--- src/rtl/pe_mac_if.sv ---
// Operand/result bundle for one pe_mac processing element.
// The master drives the operands and receives the registered partial sum.
interface pe_mac_if #(
    parameter int unsigned weightPar       = 8,
    parameter int unsigned accumulationPar = 32
);
    logic [weightPar-1:0]       activation;
    logic [weightPar-1:0]       weight;
    logic [accumulationPar-1:0] inPartialSum;
    logic [accumulationPar-1:0] outPartialSum;

    modport master (
        output activation,
        output weight,
        output inPartialSum,
        input  outPartialSum
    );

    modport slave (
        input  activation,
        input  weight,
        input  inPartialSum,
        output outPartialSum
    );
endinterface

--- src/rtl/pe_mac.sv ---
// Two-stage signed multiply-accumulate PE: outPartialSum = inPartialSum + activation*weight.
// Optional saturating accumulate when PE_SATURATE_EN is defined; the default build wraps.
module pe_mac #(
    parameter int unsigned weightPar       = 8,
    parameter int unsigned accumulationPar = 32
) (
    input  logic        clk,
    input  logic        rst_n,
    pe_mac_if.slave     bus
);
    localparam int unsigned PROD_W = 2 * weightPar;
    localparam int unsigned ACC_W  = accumulationPar;

    logic signed [PROD_W-1:0] act_ext_c;
    logic signed [PROD_W-1:0] wgt_ext_c;
    logic signed [PROD_W-1:0] prod_c;
    logic signed [PROD_W-1:0] prod_q;
    logic signed [ACC_W-1:0]  psum_q;
    logic signed [ACC_W-1:0]  prod_ext_c;
    logic signed [ACC_W-1:0]  sum_wrap_c;
    logic signed [ACC_W-1:0]  sum_c;
    logic signed [ACC_W-1:0]  out_q;

    // Operands widened to the full product width so the multiply is exact.
    assign act_ext_c = PROD_W'($signed(bus.activation));
    assign wgt_ext_c = PROD_W'($signed(bus.weight));
    assign prod_c    = act_ext_c * wgt_ext_c;

    // Stage 1: product and delay-matched incoming partial sum.
    always_ff @(posedge clk or negedge rst_n) begin
        if (!rst_n) begin
            prod_q <= '0;
            psum_q <= '0;
        end else begin
            prod_q <= prod_c;
            psum_q <= $signed(bus.inPartialSum);
        end
    end

    assign prod_ext_c = ACC_W'(prod_q);
    assign sum_wrap_c = prod_ext_c + psum_q;

`ifdef PE_SATURATE_EN
    localparam logic signed [ACC_W-1:0] SAT_MAX = {1'b0, {(ACC_W-1){1'b1}}};
    localparam logic signed [ACC_W-1:0] SAT_MIN = {1'b1, {(ACC_W-1){1'b0}}};

    logic ovf_c;

    // Overflow only when both addends share a sign that the wrapped sum loses.
    assign ovf_c = (prod_ext_c[ACC_W-1] == psum_q[ACC_W-1]) &&
                   (sum_wrap_c[ACC_W-1] != psum_q[ACC_W-1]);

    always_comb begin
        sum_c = sum_wrap_c;
        if (ovf_c) begin
            sum_c = psum_q[ACC_W-1] ? SAT_MIN : SAT_MAX;
        end
    end
`else
    always_comb begin
        sum_c = sum_wrap_c;
    end
`endif

    // Stage 2: registered accumulate result.
    always_ff @(posedge clk or negedge rst_n) begin
        if (!rst_n) begin
            out_q <= '0;
        end else begin
            out_q <= sum_c;
        end
    end

    assign bus.outPartialSum = out_q;

endmodule

--- src/flat_wrapper.sv ---
// flat-port wrapper written by rule: the top's interface ports become plain ports
module pe_mac_flat 
#(
    parameter int unsigned weightPar       = 8,
    parameter int unsigned accumulationPar = 32
)
  (clk, rst_n, bus_activation, bus_weight, bus_inPartialSum, bus_outPartialSum);
  pe_mac_if #(.weightPar(weightPar), .accumulationPar(accumulationPar)) bus_i ();
  input  logic clk;
  input  logic rst_n;
  input wire logic [$bits(bus_i.activation)-1:0] bus_activation;
  input wire logic [$bits(bus_i.weight)-1:0] bus_weight;
  input wire logic [$bits(bus_i.inPartialSum)-1:0] bus_inPartialSum;
  output wire logic [$bits(bus_i.outPartialSum)-1:0] bus_outPartialSum;
  assign bus_i.activation = bus_activation;
  assign bus_i.weight = bus_weight;
  assign bus_i.inPartialSum = bus_inPartialSum;
  assign bus_outPartialSum = bus_i.outPartialSum;
  pe_mac #(.weightPar(weightPar), .accumulationPar(accumulationPar)) u_core (.clk(clk), .rst_n(rst_n), .bus(bus_i));
endmodule
--- config.mk ---
export PLATFORM = sky130hd
export DESIGN_NAME = pe_mac_flat
export DESIGN_NICKNAME = d
export VERILOG_FILES = /design/src/rtl/pe_mac_if.sv /design/src/rtl/pe_mac.sv /design/src/flat_wrapper.sv
export SDC_FILE = /design/constraint.sdc
export NUM_CORES = 1
export LEC_CHECK = 0
export CAP_MARGIN = 0
export CORE_MARGIN = 1.5
export CORE_UTILIZATION = 55
export CTS_CLUSTER_DIAMETER = 120
export DETAILED_ROUTE_END_ITERATION = 8
export PLACE_DENSITY = 0.79
export REMOVE_ABC_BUFFERS = 1
export SYNTH_ARGS = -nofsm -noshare
export SYNTH_HDL_FRONTEND = slang
export SYNTH_SLANG_ARGS = --single-unit
--- constraint.sdc ---
create_clock -name clk -period 3 [get_ports clk]
set_input_delay 0.3 -clock clk [delete_from_list [all_inputs] [get_ports clk]]
set_output_delay 0.3 -clock clk [all_outputs]
set_load 0.02 [all_outputs]
==> results.txt, run 1 <==
----------------------------------------------------
[Status]
  Status ... complete, but fails checks
  Failing checks ... setup timing

[Placement]
  Detail Placement HPWL ... 10.4 mm
  Routability-driven placement congestion ratio ... 0.880
  Number of placed instances with taps included ... 853
  Total placed instance area ... 0.00740 sq mm
  Number of port buffers ... 81
  Worst slack at placement ... -1.84 ns

[Finish]
  Final layout net count ... 906
  Commonest cells after routing, fill and taps aside ... 81 x sky130_fd_sc_hd__inv_1, 80 x sky130_fd_sc_hd__dfrtp_1, 64 x sky130_fd_sc_hd__clkdlybuf4s50_1, 55 x sky130_fd_sc_hd__buf_4, 51 x sky130_fd_sc_hd__fa_1
  Antenna Diode Count ... 0
  Area growth from synthesis to final layout ... 33.8%
  Post-Route Utilization ... 75.1%
  Final cell count without fillers ... 885
  Most common library cell in the layout ignoring fill and taps ... sky130_fd_sc_hd__inv_1
  Layout cells sized above 1 ... 24.6%
  Finished layout cell area ... 0.00811 sq mm

[Clock network]
  Clock-pin slew reported for the worst setup and hold paths after clock tree synthesis ... 0.08 ns
  Number of buffers inserted during clock tree synthesis ... 9
  Clk Tree Root Cell ... sky130_fd_sc_hd__clkbuf_8
  Clock latency on the worst-skew pair ... 0.36 ns
  H-tree depth ... 3
  Post-cts hold buffer count ... 0
  Clock sink total ... 80
  Worst-case clock buffer depth ... 2
  TritonCTS clock tree ... built

[Die]
  Starting utilization of the core area ... 56.1%
  Vertical extent of the die ... 108 microns
  Full die area ... 0.0117 sq mm
  Standard cell core area ... 0.0108 sq mm
  Overall die width ... 108 microns
  Number of top-level design ports ... 82
  Std cell rows ... 38

[Global routing]
  Antenna violations before repair ... 0
  Overall routing resource usage ... 24.8%
  Total gr overflow ... 0
  Number of global-route vias before repair ... 5074
  First-pass GRT wire length ... 22.5 mm
  Maximum number of pins on one net before global-route repair ... 81

[Pwr]
  Power per Cell Area ... 981 mW/mm^2
  Switching power as a share of total power ... 42.1%
  Worst supply voltage drop on vdd ... 0.000599 V
  Sequential Power Share ... 19.9%
  Comb power frac ... 69.7%
  Leakage power ... 3.81 nW
  Net switching power figure ... 3.34 mW
  Clk network pwr share ... 10.4%
  Internal ... 4.61 mW

[Min path]
  Class of the most critical hold timing path ... input pin to async pin

[Setup path]
  Buffers & Inverters on Critical Path ... 6
  Critical-path maximum fanout ... 4
  Arrival time at the worst endpoint ... 4.07 ns
  Slowest stage delay, CP ... 0.54 ns
  Most common cell on crit path ... sky130_fd_sc_hd__inv_1
  Worst Setup Path Type ... input pin to flip-flop
  FF-to-FF setup slack ... 0.23 ns
  Instance count on the critical path ... 20
  Element type at the critical path start ... input pin
  WP data required ... 3.28 ns
  Worst r2r path cells ... 11
  Cells along the critical path ... buf_2, buf_6, and2_1, ha_4, inv_1, fa_1, inv_1, ha_1, inv_1, fa_2, inv_1, ha_1, a21o_1, a21oi_4, nor2b_4, o211ai_1, nand2_1, a41oi_2, nor2b_4, xnor2_1
  Master of the slowest instance on the critical path ... sky130_fd_sc_hd__fa_2
  Endpoint class of the critical path ... flip-flop
  Kind of cell adding the most delay to the critical path ... adder cells

[Logic synthesis]
  Avg Cell Area, Syn ... 10.3 sq um
  Adder and majority cell fraction of the synthesized area ... 30.9%
  Number of synthesized flops with an enable pin ... 0
  Simple-gate area share of the yosys netlist ... 11.2%
  Mux contribution to synthesized area ... 0.165%
  Register bit count reported by yosys ... 80
  Dominant synthesized flop cell ... sky130_fd_sc_hd__dfrtp_1
  Cell Area, Synth ... 0.00606 sq mm
  Xor and xnor fraction of the mapped netlist area ... 6.65%
  Share of the yosys chip area belonging to registers ... 33.0%
  Combinational family with the most area after synthesis ... adder cells
  Library cells used by synthesis ... 47
  Synthesized-area fraction occupied by ao, oa, aoi and oai cells ... 11.5%
  Proportion of register bits with asynchronous set or reset after synthesis ... 100%
  Syn. warnings ... 0
  Synthesized instance count ... 587

[STA]
  Max Clk Rate ... 264 MHz
  Number of pins exceeding their max-slew limit in the final report ... 0
  Total setup violations reported at the end of the flow ... 9
  Part of the cycle the worst path needs ... 126%
  Post-layout minimum cycle time ... 3.79 ns
  Worst setup slack after layout ... -0.785 ns
  Clk_skew ... 0.0141 ns
  Unrepaired setup endpoints after global routing ... true
  Worst slew margin ... 36.7%
  Number of hold violations in the final report ... 0
  Pin slew with the least headroom to its limit ... 0.949 ns

[Routing]
  Antenna violation net count after detailed routing ... 0
  Routed wire per std cell ... 15.5 microns
  Post-detailed-route via-to-cell ratio ... 5.30
  Final wirelength ... 13.8 mm
  Via count ... 4693
  # DRC ... 0
  Detailed router's first-iteration violation count ... 200
  Number of iterations in the first detailed-routing pass ... 5

[Flow run]
  Number of maximum-capacitance constraint violations ... 0

----------------------------------------------------
state kept, by name, indices dropped and copies added, names as in the netlist:
register	count
u_core.bus.outPartialSum	32
u_core.psum_q	32
u_core.prod_q	16
path summary, 6_finish.rpt:
path	end	start
max in group asynchronous	u_core.bus.outPartialSum[17]$_DFF_PN0_	rst_n
max	u_core.prod_q[13]$_DFF_PN0_	bus_weight[1]
min	u_core.psum_q[22]$_DFF_PN0_	rst_n
min in group clk	u_core.psum_q[29]$_DFF_PN0_	bus_inPartialSum[29]
min reg2reg	u_core.bus.outPartialSum[0]$_DFF_PN0_	u_core.psum_q[0]$_DFF_PN0_
max reg2reg	u_core.bus.outPartialSum[24]$_DFF_PN0_	u_core.prod_q[0]$_DFF_PN0_
synth_stat cells, types with 3 or more instances:
master                     number  area share [%]
sky130_fd_sc_hd__a21o_1        11             1.4
sky130_fd_sc_hd__a21oi_1       33             2.7
sky130_fd_sc_hd__a31oi_1        3            0.31
sky130_fd_sc_hd__and2_1        39             4.0
sky130_fd_sc_hd__clkbuf_1       3            0.19
sky130_fd_sc_hd__dfrtp_1       80              33
sky130_fd_sc_hd__fa_1          56              19
sky130_fd_sc_hd__ha_1          60              12
sky130_fd_sc_hd__inv_1         96             5.9
sky130_fd_sc_hd__nand2_1       41             2.5
sky130_fd_sc_hd__nand2b_1       5            0.52
sky130_fd_sc_hd__nand3_1        5            0.41
sky130_fd_sc_hd__nand4_1        4            0.41
sky130_fd_sc_hd__nor2_1        25             1.5
sky130_fd_sc_hd__nor2b_1        9            0.93
sky130_fd_sc_hd__nor3_1         5            0.41
sky130_fd_sc_hd__o211ai_1       4            0.50
sky130_fd_sc_hd__o21a_1         6            0.74
sky130_fd_sc_hd__o21ai_0       23             1.9
sky130_fd_sc_hd__o21bai_1       3            0.37
sky130_fd_sc_hd__xnor2_1       34             4.9
sky130_fd_sc_hd__xor2_1        12             1.7
metal layers:
metal | global-route usage [%] | vias to the layer above | routed length (microns)
met5 | 0 | - | 0
met3 | 3.92 | 33 | 568
li1 | - | 2210 | -
met1 | 27.2 | 2296 | 5220
met4 | 9.87 | 0 | 341
met2 | 47.5 | 154 | 7630
cells by family (layout without fill, tap and decap cells):
| family | Yosys count | after routing |
|---|---|---|
| AOI/OAI and AO/OA | 105 | 105 |
| muxes | 1 | 1 |
| and+or+nand+nor | 136 | 136 |
| buffers and inverters | 103 | 261 |
| xor gates and xnor gates | 46 | 46 |
| adders and majority gates | 116 | 116 |
| DFF | 80 | 80 |
area by class of cell:
| type | count | area [sq um] |
|---|---|---|
| Fill cell | 734 | 2690 |
| Clock buffer | 12 | 165 |
| Clock inverter | 4 | 51.3 |
| Multi-Input combinational cell | 404 | 3990 |
| Inverter | 96 | 360 |
| Timing Repair Buffer | 149 | 1360 |
| Sequential cell | 80 | 2000 |
| Tap cell | 140 | 175 |
stage by stage:
stage                     total power, mW  TNS (ns)  hold slack [ns]
after floorplan                      4.78     -6.46          0.00441
after global placement               6.12    -13.66            0.445
after detailed placement             6.34    -14.90            0.470
after CTS                            7.69     -3.77            0.113
after global routing                 8.56     -5.98            0.172
final                                7.95     -4.87            0.101
power groups by stage:
| stage | Clock, mW | Sequential [mW] | Combinational, mW |
|---|---|---|---|
| after global placement | 0 | 1.59 | 4.53 |
| after global routing | 0.889 | 1.61 | 6.06 |
| after CTS | 0.837 | 1.59 | 5.27 |
| final | 0.825 | 1.58 | 5.54 |
| after detailed placement | 0 | 1.60 | 4.73 |
| after floorplan | 0 | 1.86 | 2.92 |
timing repair:
action                                  CTS  global route
gates resized for setup                 155            30
endpoints found under the setup margin   11            11
pin swaps                                56            24
setup buffers                            11             5
Power figures use the tool's default switching activity.
==> run 2: changes to the inputs <==
Settings changed: HOLD_SLACK_MARGIN set to 0.05.
==> results of run 2 <==
No change in the layout: final DEF, timing and power equal those of run 1.
==> run 3: changes to the inputs <==
Settings changed: ABC_AREA set to 1, CELL_PAD_IN_SITES_DETAIL_PLACEMENT set to 1, CELL_PAD_IN_SITES_GLOBAL_PLACEMENT set to 1, CORE_UTILIZATION 55 to 42, PLACE_DENSITY 0.79 to 0.8.
==> run 3 against run 2 <==
Compared with the run above:
- the flow still finishes with violations (setup timing)
- setup slack gained 0.082 ns
- combinational power grew 35%
- area after synthesis grew 17%
- first-iteration DRC count grew 71%
==> results.txt, run 3 <==
----------------------------------------------------
[Status]
  Status ... complete, but fails checks
  Failing checks ... setup timing

[Clock network]
  Clock sink total ... 80 (unchanged)
  Clk Tree Root Cell ... sky130_fd_sc_hd__clkbuf_16
  Number of buffers inserted during clock tree synthesis ... 9 (unchanged)
  Post-cts hold buffer count ... 0 (unchanged)
  TritonCTS clock tree ... built
  Clock latency on the worst-skew pair ... 0.36 ns (about the same)
  Worst-case clock buffer depth ... 2 (unchanged)
  Clock-pin slew reported for the worst setup and hold paths after clock tree synthesis ... 0.07 ns (about the same)
  H-tree depth ... 3 (unchanged)

[Die]
  Overall die width ... 133 microns (+23%)
  Std cell rows ... 47 (+24%)
  Full die area ... 0.0177 sq mm (+52%)
  Number of top-level design ports ... 82 (unchanged)
  Vertical extent of the die ... 133 microns (+23%)
  Standard cell core area ... 0.0166 sq mm (+54%)
  Starting utilization of the core area ... 42.9% (-13 points)

[Global routing]
  Number of global-route vias before repair ... 7365 (+45%)
  Total gr overflow ... 0 (unchanged)
  Maximum number of pins on one net before global-route repair ... 81 (unchanged)
  Overall routing resource usage ... 27.3% (+2.5 points)
  Antenna violations before repair ... 0 (unchanged)
  First-pass GRT wire length ... 37.1 mm (+65%)

[Finish]
  Most common library cell in the layout ignoring fill and taps ... sky130_fd_sc_hd__nand2_1
  Area growth from synthesis to final layout ... 33.7% (about the same)
  Final cell count without fillers ... 1337 (+51%)
  Total of fill cells in the finished design ... 2049 (+180%)
  Antenna Diode Count ... 0 (unchanged)
  Post-Route Utilization ... 57.4% (-18 points)
  Layout cells sized above 1 ... 19.9% (-4.7 points)
  Final layout net count ... 1279 (+41%)
  Commonest cells after routing, fill and taps aside ... 278 x sky130_fd_sc_hd__nand2_1, 227 x sky130_fd_sc_hd__inv_1, 80 x sky130_fd_sc_hd__dfrtp_1, 64 x sky130_fd_sc_hd__clkdlybuf4s50_1, 59 x sky130_fd_sc_hd__buf_4

[Logic synthesis]
  Proportion of register bits with asynchronous set or reset after synthesis ... 100% (unchanged)
  Syn. warnings ... 0 (unchanged)
  Number of synthesized flops with an enable pin ... 0 (unchanged)
  Library cells used by synthesis ... 25 (-47%)
  Area contributors post-synth ... sky130_fd_sc_hd__dfrtp_1 28%, sky130_fd_sc_hd__nand2_1 16%, sky130_fd_sc_hd__fa_1 16%
  Area leader, netlist ... sky130_fd_sc_hd__dfrtp_1
  Avg Cell Area, Syn ... 7.39 sq um (-28%)
  Register bit count reported by yosys ... 80 (unchanged)
  Synthesized instance count ... 963 (+64%)
  Most frequent cell after synthesis ... sky130_fd_sc_hd__nand2_1
  Share of the yosys chip area belonging to registers ... 28.1% (-4.9 points)
  Dominant synthesized flop cell ... sky130_fd_sc_hd__dfrtp_1
  Commonest cells in the netlist ... 299 x sky130_fd_sc_hd__nand2_1, 258 x sky130_fd_sc_hd__inv_1, 80 x sky130_fd_sc_hd__dfrtp_1, 60 x sky130_fd_sc_hd__ha_1, 56 x sky130_fd_sc_hd__fa_1
  Cell Area, Synth ... 0.00712 sq mm (+17%)
  Portion of synthesized cell area occupied by the leading cell type ... 28.1% (-4.9 points)

[Setup path]
  Endpoint class of the critical path ... flip-flop
  Worst Setup Path Type ... input pin to flip-flop
  WP data required ... 3.24 ns (-0.04 ns)
  Arrival time at the worst endpoint ... 3.95 ns (-0.12 ns)
  Element type at the critical path start ... input pin
  Critical-path maximum fanout ... 5 (+1)

[STA]
  Part of the cycle the worst path needs ... 123% (-2.7 points)
  Max Clk Rate ... 270 MHz (+2.2%)
  Number of pins exceeding their max-slew limit in the final report ... 0 (unchanged)
  Clk_skew ... 0.0146 ns (+0.000559 ns)
  Pin slew with the least headroom to its limit ... 1.02 ns (+0.0704 ns)
  Hold Worst Slack ... 0.133 ns (+0.0318 ns)
  Setup TNS ... -5.45 ns (-0.588 ns)
  Unrepaired setup endpoints after global routing ... true
  Post-layout minimum cycle time ... 3.70 ns (-0.0818 ns)
  Total setup violations reported at the end of the flow ... 10 (+1)
  Worst setup slack after layout ... -0.704 ns (+0.0818 ns)
  Number of hold violations in the final report ... 0 (unchanged)
  Worst slew margin ... 32.0% (-4.7 points)

[Placement]
  Number of placed instances with taps included ... 1303 (+53%)
  Detail Placement HPWL ... 16.3 mm (+57%)
  Routability-driven placement congestion ratio ... 0.890 (+1.1%)
  Number of port buffers ... 81 (unchanged)

[Routing]
  Detailed router's first-iteration violation count ... 341 (+71%)
  Antenna violation net count after detailed routing ... 0 (unchanged)
  Final wirelength ... 24.4 mm (+77%)
  Number of iterations in the first detailed-routing pass ... 5 (unchanged)
  Detail Route met3 WL ... 858 microns (+51%)
  # DRC ... 0 (unchanged)
  Met2 layer wire length in the routed design ... 12.8 mm (+68%)
  Post-detailed-route via-to-cell ratio ... 4.99 (-5.9%)
  Via count ... 6674 (+42%)
  Routed wire per std cell ... 18.2 microns (+17%)
  Top layer reached by signal wires ... met4
  DRT met1 WL ... 9.60 mm (+84%)

[Pwr]
  Power per Cell Area ... 1070 mW/mm^2 (+9.5%)
  Clk network pwr share ... 11.0% (+0.6 points)
  Sequential Power Share ... 15.6% (-4.3 points)
  Internal ... 5.15 mW (+12%)
  Comb power frac ... 73.3% (+3.6 points)
  PnR Total Power ... 10.2 mW (+29%)
  Switching power as a share of total power ... 49.6% (+7.5 points)
  Leakage power ... 5.29 nW (+39%)
  Net switching power figure ... 5.07 mW (+52%)
  Worst supply voltage drop on vdd ... 0.000487 V (-19%)

[Min path]
  Class of the most critical hold timing path ... input pin to async pin

[Flow run]
  Number of maximum-capacitance constraint violations ... 0 (unchanged)

----------------------------------------------------
==> run 3: cell count changes in the layout (fill, tap and decap cells not counted), sizes merged, moves of 6 or more <==
cell / before / now
and2: 39 / 2
o21ai: 25 / 9
nor2: 25 / 54
buf: 83 / 89
nand4: 4 / 11
o21a: 6 / 0
nand3: 5 / 34
inv: 96 / 258
nand2: 41 / 308
nor2b: 9 / 0
xor2: 12 / 22
a21o: 11 / 2
xnor2: 34 / 8
==> run 3: power groups by stage <==
stage          Combinational [mW]  Sequential (mW)  Clock (mW)
6_report                     7.49             1.60        1.13
5_1_grt                      8.10             1.63        1.20
4_1_cts                      6.66             1.60        1.14
3_5_place_dp                 5.66             1.62           0
3_3_place_gp                 5.43             1.61           0
2_1_floorplan                3.35             1.85           0
==> run 3: timing repair <==
item,CTS,global route
pin swaps,75,28
gates resized for setup,192,43
gates cloned,0,0
buffers inserted,12,8
endpoints found under the setup margin,11,11
==> run 3: final timing paths <==
kind                                                   from                                     end  slack [ns]  depth (start not counted)
worst max-delay path                      bus_activation[6]             u_core.prod_q[14]$_DFF_PN0_       -0.70                         18
worst max register to register  u_core.prod_q[15]$_DFF_PN0_  u_core.bus.outPartialSum[27]$_DFF_PN0_        0.55                         11
max in group asynchronous                             rst_n              u_core.psum_q[6]$_DFF_PN0_        2.23                          1
worst min register to register   u_core.psum_q[0]$_DFF_PN0_   u_core.bus.outPartialSum[0]$_DFF_PN0_        0.47                          1
worst min-delay path                                  rst_n  u_core.bus.outPartialSum[22]$_DFF_PN0_        0.13                          1
min in group clk                              bus_weight[0]              u_core.prod_q[0]$_DFF_PN0_        0.37                          4
==> run 3: metal layers <==
metal | vias to the layer above | track usage, %
met2 | 190 | 49.9
met1 | 3305 | 31.9
met4 | 0 | 12.0
met3 | 68 | 4.03
li1 | 3111 | -
met5 | - | 0
==> run 3: cell families after synthesis <==
family                   Yosys count  share of synthesized area, %
buffers and inverters            273                          14.4
AO/OA/AOI/OAI                     44                          3.32
XOR/XNOR                          30                          3.69
AND/OR/NAND/NOR                  420                          24.2
flip-flops                        80                          28.1
adder cells (fa/ha/maj)          116                          26.3
==> run 3: final cells by class <==
cell class	count	area, sq um	area share, %
clock buffer	12	246	2.59
clock inverter	3	42.5	0.447
sequential	80	2000	21.0
tap	220	275	2.89
timing repair buffer	154	1400	14.7
multi-input combinational	610	4580	48.1
inverter	258	978	10.3
==> run 3: metrics by stage <==
stage          setup slack (ns)  area, sq um
2_1_floorplan            -0.904         7060
3_3_place_gp              -1.52         8550
3_5_place_dp              -1.70         8550
4_1_cts                  -0.485         9310
5_1_grt                  -0.871         9520
6_report                 -0.704         9520
==> run 3: worst max-delay path, cell delays in order <==
cell and delay, ns:
sky130_fd_sc_hd__buf_8 0.10, sky130_fd_sc_hd__buf_6 0.12, sky130_fd_sc_hd__buf_4 0.13, sky130_fd_sc_hd__nand2_1 0.07, sky130_fd_sc_hd__fa_1 0.41, sky130_fd_sc_hd__inv_1 0.09
sky130_fd_sc_hd__fa_1 0.46, sky130_fd_sc_hd__fa_1 0.51, sky130_fd_sc_hd__inv_1 0.06, sky130_fd_sc_hd__fa_1 0.56, sky130_fd_sc_hd__inv_1 0.08, sky130_fd_sc_hd__ha_4 0.30
sky130_fd_sc_hd__buf_4 0.13, sky130_fd_sc_hd__nand2_2 0.08, sky130_fd_sc_hd__o21bai_2 0.20, sky130_fd_sc_hd__nand2_1 0.11, sky130_fd_sc_hd__nand4_1 0.14, sky130_fd_sc_hd__nand2_2 0.10
